--- config.mk ---
export PLATFORM = sky130hd
export DESIGN_NAME = imm_packer
export DESIGN_NICKNAME = d
export VERILOG_FILES = /design/src/rtl/imm_packer.sv
export SDC_FILE = /design/constraint.sdc
export NUM_CORES = 1
export LEC_CHECK = 0
export CORE_MARGIN = 2
export CORE_UTILIZATION = 28
export CTS_CLUSTER_SIZE = 16
export DETAILED_ROUTE_END_ITERATION = 12
export PLACE_DENSITY = 0.65
export SYNTH_ARGS = -nofsm -noshare
export SYNTH_HDL_FRONTEND = slang
export SYNTH_SLANG_ARGS = --single-unit
--- constraint.sdc ---
create_clock -name clk -period 8.75 [get_ports clk]
set_input_delay 2.1875 -clock clk [delete_from_list [all_inputs] [get_ports clk]]
set_output_delay 2.1875 -clock clk [all_outputs]
set_load 0.1 [all_outputs]
--- src/rtl/imm_packer.sv ---
// RISC-V immediate packer: inserts a 64-bit immediate into an instruction template and
// queues the result in a 2-entry FIFO. Optional range flag: IMM_PACKER_RANGE_CHECK_EN.
module imm_packer #(
  parameter int CNT_W = 16
) (
  input  logic             clk,
  input  logic             reset,
  input  logic             in_valid,
  output logic             in_ready,
  input  logic [31:0]      in_template,
  input  logic [63:0]      in_imm,
  output logic             out_valid,
  input  logic             out_ready,
  output logic [31:0]      out_instr,
  output logic             out_err,
  output logic [CNT_W-1:0] pack_count
);

  // Format is chosen by template[6:5]; encodings 10 and 11 share the B-like layout.
  function automatic logic [31:0] pack_instr(input logic [31:0] tmpl,
                                             input logic signed [63:0] imm);
    logic [31:0] r;
    r = tmpl;
    case (tmpl[6:5])
      2'b00: r[31:20] = imm[11:0];
      2'b01: begin
        r[31:25] = imm[11:5];
        r[11:7]  = imm[4:0];
      end
      default: begin
        r[31]    = imm[11];
        r[7]     = imm[10];
        r[30:25] = imm[9:4];
        r[11:8]  = imm[3:0];
      end
    endcase
    return r;
  endfunction

  logic [31:0]      r_mem [2];
  logic             r_wptr;
  logic             r_rptr;
  logic [1:0]       r_occ;
  logic [CNT_W-1:0] r_cnt;

  logic             w_push;
  logic             w_pop;
  logic [31:0]      w_packed;

  assign in_ready   = (r_occ != 2'd2);
  assign out_valid  = (r_occ != 2'd0);
  assign w_push     = in_valid && in_ready;
  assign w_pop      = out_valid && out_ready;
  assign w_packed   = pack_instr(in_template, in_imm);
  assign out_instr  = r_mem[r_rptr];
  assign pack_count = r_cnt;

  always_ff @(posedge clk) begin
    if (reset) begin
      r_mem[0] <= '0;
      r_mem[1] <= '0;
      r_wptr   <= 1'b0;
      r_rptr   <= 1'b0;
      r_occ    <= 2'd0;
      r_cnt    <= '0;
    end else begin
      if (w_push) begin
        r_mem[r_wptr] <= w_packed;
        r_wptr        <= ~r_wptr;
        r_cnt         <= r_cnt + CNT_W'(1);
      end
      if (w_pop) begin
        r_rptr <= ~r_rptr;
      end
      case ({w_push, w_pop})
        2'b10:   r_occ <= r_occ + 2'd1;
        2'b01:   r_occ <= r_occ - 2'd1;
        default: r_occ <= r_occ;
      endcase
    end
  end

`ifdef IMM_PACKER_RANGE_CHECK_EN
  // Out of range when the upper 53 bits are not a pure sign extension of bit 11.
  function automatic logic range_err(input logic [63:0] imm);
    return !((&imm[63:11]) || (~|imm[63:11]));
  endfunction

  logic r_err [2];

  always_ff @(posedge clk) begin
    if (reset) begin
      r_err[0] <= 1'b0;
      r_err[1] <= 1'b0;
    end else if (w_push) begin
      r_err[r_wptr] <= range_err(in_imm);
    end
  end

  assign out_err = r_err[r_rptr];
`else
  logic w_unused_imm_hi;
  assign w_unused_imm_hi = ^in_imm[63:12];
  assign out_err         = 1'b0;
`endif

endmodule

Word-level counts from Yosys, hierarchy flattened
Memories as Yosys holds them, arrays and structs flattened. A register that Yosys moved wholly into a read port is not among the register bits.
Index checks and enable logic that the tools add are counted.
- memories: 1
- register bits after elaboration: 20
- word-level logic and storage cells: 35
- output and inout bits: 51
- bits of input ports: 100
- memory bits (writable): 64
- memories (name ; depth ; bits a word ; rd ports ; clocked after Yosys merged registers in ; write ports ; line ; RTL):
    r_mem ; 2 ; 32 ; 1 ; 1 ; 2 ; 40 ; logic [31:0] r_mem [2];
- multiplexer cells: 14
- add/sub/neg operators: 3
- reductions and logical operators: 7
- equality and inequality tests: 4
- bitwise gates (word level): 2
- operators by type and width (cell ; count):
    2-to-1 mux 32 bit ; 1
    OR reduction 32 bit ; 1
    adder 16 x 1 -> 16 bit (second input constant) ; 1
    one-hot mux 5 bit (2 select lines) ; 1
    2-to-1 mux 1 bit ; 9
    2-to-1 mux 6 bit ; 1
    2-to-1 mux 5 bit ; 1
    equality test 2 x 1 -> 1 bit (second input constant) ; 2
    one-hot mux 2 bit (2 select lines) ; 1
    nonzero test 2 bit ; 2
    adder 2 x 1 -> 2 bit (second input constant) ; 1
    equality test 2 bit (second input constant) ; 1
    logical AND 1 bit ; 2
    zero test 2 bit ; 1
    inequality test 2 bit (second input constant) ; 1
    NOT 1 bit ; 2
    OR reduction 2 bit ; 1
    subtractor 2 x 1 -> 2 bit (second input constant) ; 1

Logic depth before layout (Yosys ltp)
- depth in word-level cells: 7
- mapped depth: 6
- gate-level depth less buffers: 6

Least setup slack after synthesis
Ideal clock, no wire load.
- path type: input to register
- start: in in_valid
- end: mem r_mem[0][0], enable pin
- data arrival time: 3833 ps
- slack: 4489 ps
- library setup time: 428 ps
- buffers on the path: 0
- required time: 8322 ps
- cell stages on the path: 2
- path through: nand2_2 o21bai_1
- RTL lines (item ; line ; RTL):
    start: declaration ; 8 ; input logic in_valid,
    end: declaration ; 40 ;

==> results.toml <==
[sta]
max_freq_ghz = 0.1934
worst_pin_slew_ps = 1068
hold_violations = 0
maxSlewViolCount = 0
finalSetupTns_ps = 0
final-setup-viol-count = 0
min_period_ps = 5170
slew_headroom = 0.2862
rsz0062_at_grt = "no"
skew_ps = 2.995
post-route-period-util = 0.5909

[worst_setup_path]
crit_type = "in2reg"
worstPathMaxFanout = 32
required_ps = 8700
worstPathArrival_ps = 5120
r2r_slack_ps = 5680
start_kind = "primary input"
end_kind = "flip-flop"

[detailed_routing]
drt_first_pass_iters = 4
route.detailed.drc = 0
ant_nets = 0
via_per_inst = 4.609
drtIter0Drc = 108
wirelength_um = 8773
num_vias = 2687
post_drt_wl_per_cell_um = 15.05

[synth]
synth_compound_area_frac = 0.03657
ys_seq_area_frac = 0.6006
yosysWarnings = 0
synth_fa_ha_area_frac = 0.006416
ys_seq_elements = 85
synthMuxAreaShare = 0.1335
synthCells = 315
syn-num-nets = 417
syn-cell-area_mm2 = 0.003900
ys_types = 38
syn_avg_cell_area_um2 = 12.38
synth_top_family_by_area = "simple AND/OR/NAND/NOR gates"
synth_xor_area_frac = 0.02470
yosys.area_share.simple = 0.1732

[cells_and_area]
diodes = 0
nets = 500
final_util = 0.3826
syn_to_final_growth_pct = 34.58
layout-drive-gt1-share = 0.1464
layout_commonest_cell = "clkdlybuf4s50_1"
final_cell_area_mm2 = 0.005249
final_cell_mix = "clkdlybuf4s50_1, edfxtp_1, nor2_1"

[global_route]
antenna_found_initial = 0
grt_pass1_wl_um = 13740
gr-total-overflow = 0
grt_max_degree = 33
track_usage = 0.1192
grt_pass1_vias = 2768

[power_and_ir_drop]
power_density_mw_per_mm2 = 319.6
p_sw_frac = 0.4496
p_leak_nw = 1.885
power.internal_mw = 0.9234
p_seq_frac = 0.326
pwr-share-clk = 0.219
p_sw_mw = 0.7542
power_frac_comb = 0.454
ir_drop_uv = 233.1

[clocking]
cts_sinks = 85
postCtsSetupRepairBufs = 0
cts-root-buf = "clkbuf_16"
htree_levels = 3
cts_buffer_depth = 2
clk_pin_slew_ps = 60
clock_latency_ps = 330
cts_resized = 0
cts_tree = "built"
cts_buffers = 9
holdBufCountCts = 0

[run]
cap_violations = 0

[min_path]
hp-class = "reg2reg"

[outcome]
status = "complete, no violations"

[floorplanning]
core_area_mm2 = 0.01372
chipHeight_um = 122.0
die_w_um = 122.0
io-pin-count = 151
die_area_mm2 = 0.01489
start_util = 0.2843
rows = 43

[placed_design]
postPlaceCellArea_mm2 = 0.004964
io_buffer_count = 90
hpwlAfterDp_um = 5726
gp_congestion = 0.7357
## layer usage
metal,track usage,wire length [um],vias to the layer above
met5,0,0,-
met4,0.03448,91,0
met3,0.03277,456,8
met2,0.1966,4254,69
met1,0.1531,3971,1317
li1,-,-,1293
## path summary, 6_finish.rpt
check | depth (start not counted) | end | start
hold / removal | 2 | pack_count[15] | pack_count[15]
hold reg to reg | 2 | pack_count[15] | pack_count[15]
setup / recovery | 3 | r_mem[1][25] | reset
setup reg to reg | 3 | r_mem[1][25] | r_occ[0]
## registers in the layout (all words and copies together) (netlist names), named ones only
| name | count |
|---|---|
| r_rptr | 1 |
| r_wptr | 1 |
| r_occ | 2 |
| pack_count | 16 |
| r_mem | 64 |
## stage by stage
stage	std cells	power [mW]	hold WS, ps	worst slack, ps
2_1_floorplan	315	1.146	466.8	4489
3_3_place_gp	567	1.318	463.9	3000
3_5_place_dp	567	1.326	477.7	3048
4_1_cts	583	1.699	486.3	3385
5_1_grt	583	1.741	525.2	3263
6_report	583	1.678	480.4	3580
## power groups by stage
stage	logic (mW)	clock network (mW)	registers, mW
2_1_floorplan	0.604	0	0.542
3_3_place_gp	0.764	0	0.554
6_report	0.762	0.368	0.547
5_1_grt	0.790	0.394	0.558
4_1_cts	0.770	0.380	0.549
3_5_place_dp	0.768	0	0.558
## critical path, stage by stage
cell	delay, ps
clkdlybuf4s50_1	900
nand4b_1	990
nand2b_2	990
## area by class of cell
type	instances	area (um2)
Timing Repair Buffer	91	908.4
Inverter	1	3.754
Fill cell	1341	8471
Clock buffer	12	236.5
Multi-Input combinational cell	210	1483
Sequential cell	85	2344
Tap cell	180	225.2
Clock inverter	4	48.80
## synthesized netlist by cell type, drive strengths merged
cell	number	area share
nand4	6	0.0096
or2	1	0.0016
and2	36	0.058
dfxtp	21	0.11
nand3	7	0.015
or4	6	0.012
o21ai	3	0.0038
a21oi	15	0.019
ha	2	0.0064
o31ai	6	0.012
nor3	1	0.0013
nand2	5	0.0055
and3	2	0.0035
nor3b	1	0.0032
nand4b	1	0.0022
clkbuf	10	0.0096
nor2	49	0.047
mux2i	16	0.041
mux2	32	0.092
inv	1	0.00096
xnor2	2	0.0045
nand2b	2	0.0032
xor2	9	0.020
conb	1	0.00096
edfxtp	64	0.49
or3	4	0.0064
o21bai	1	0.0019
buf	9	0.013
and4	2	0.0051
## logic make-up after synthesis
family,count (synthesis)
and+or+nand+nor,123
muxes,48
adders and majority gates,2
xor gates and xnor gates,11
DFF,85
buffers and inverters,20
other,1
AOI/OAI and AO/OA,25
Power figures use the tool's default switching activity.
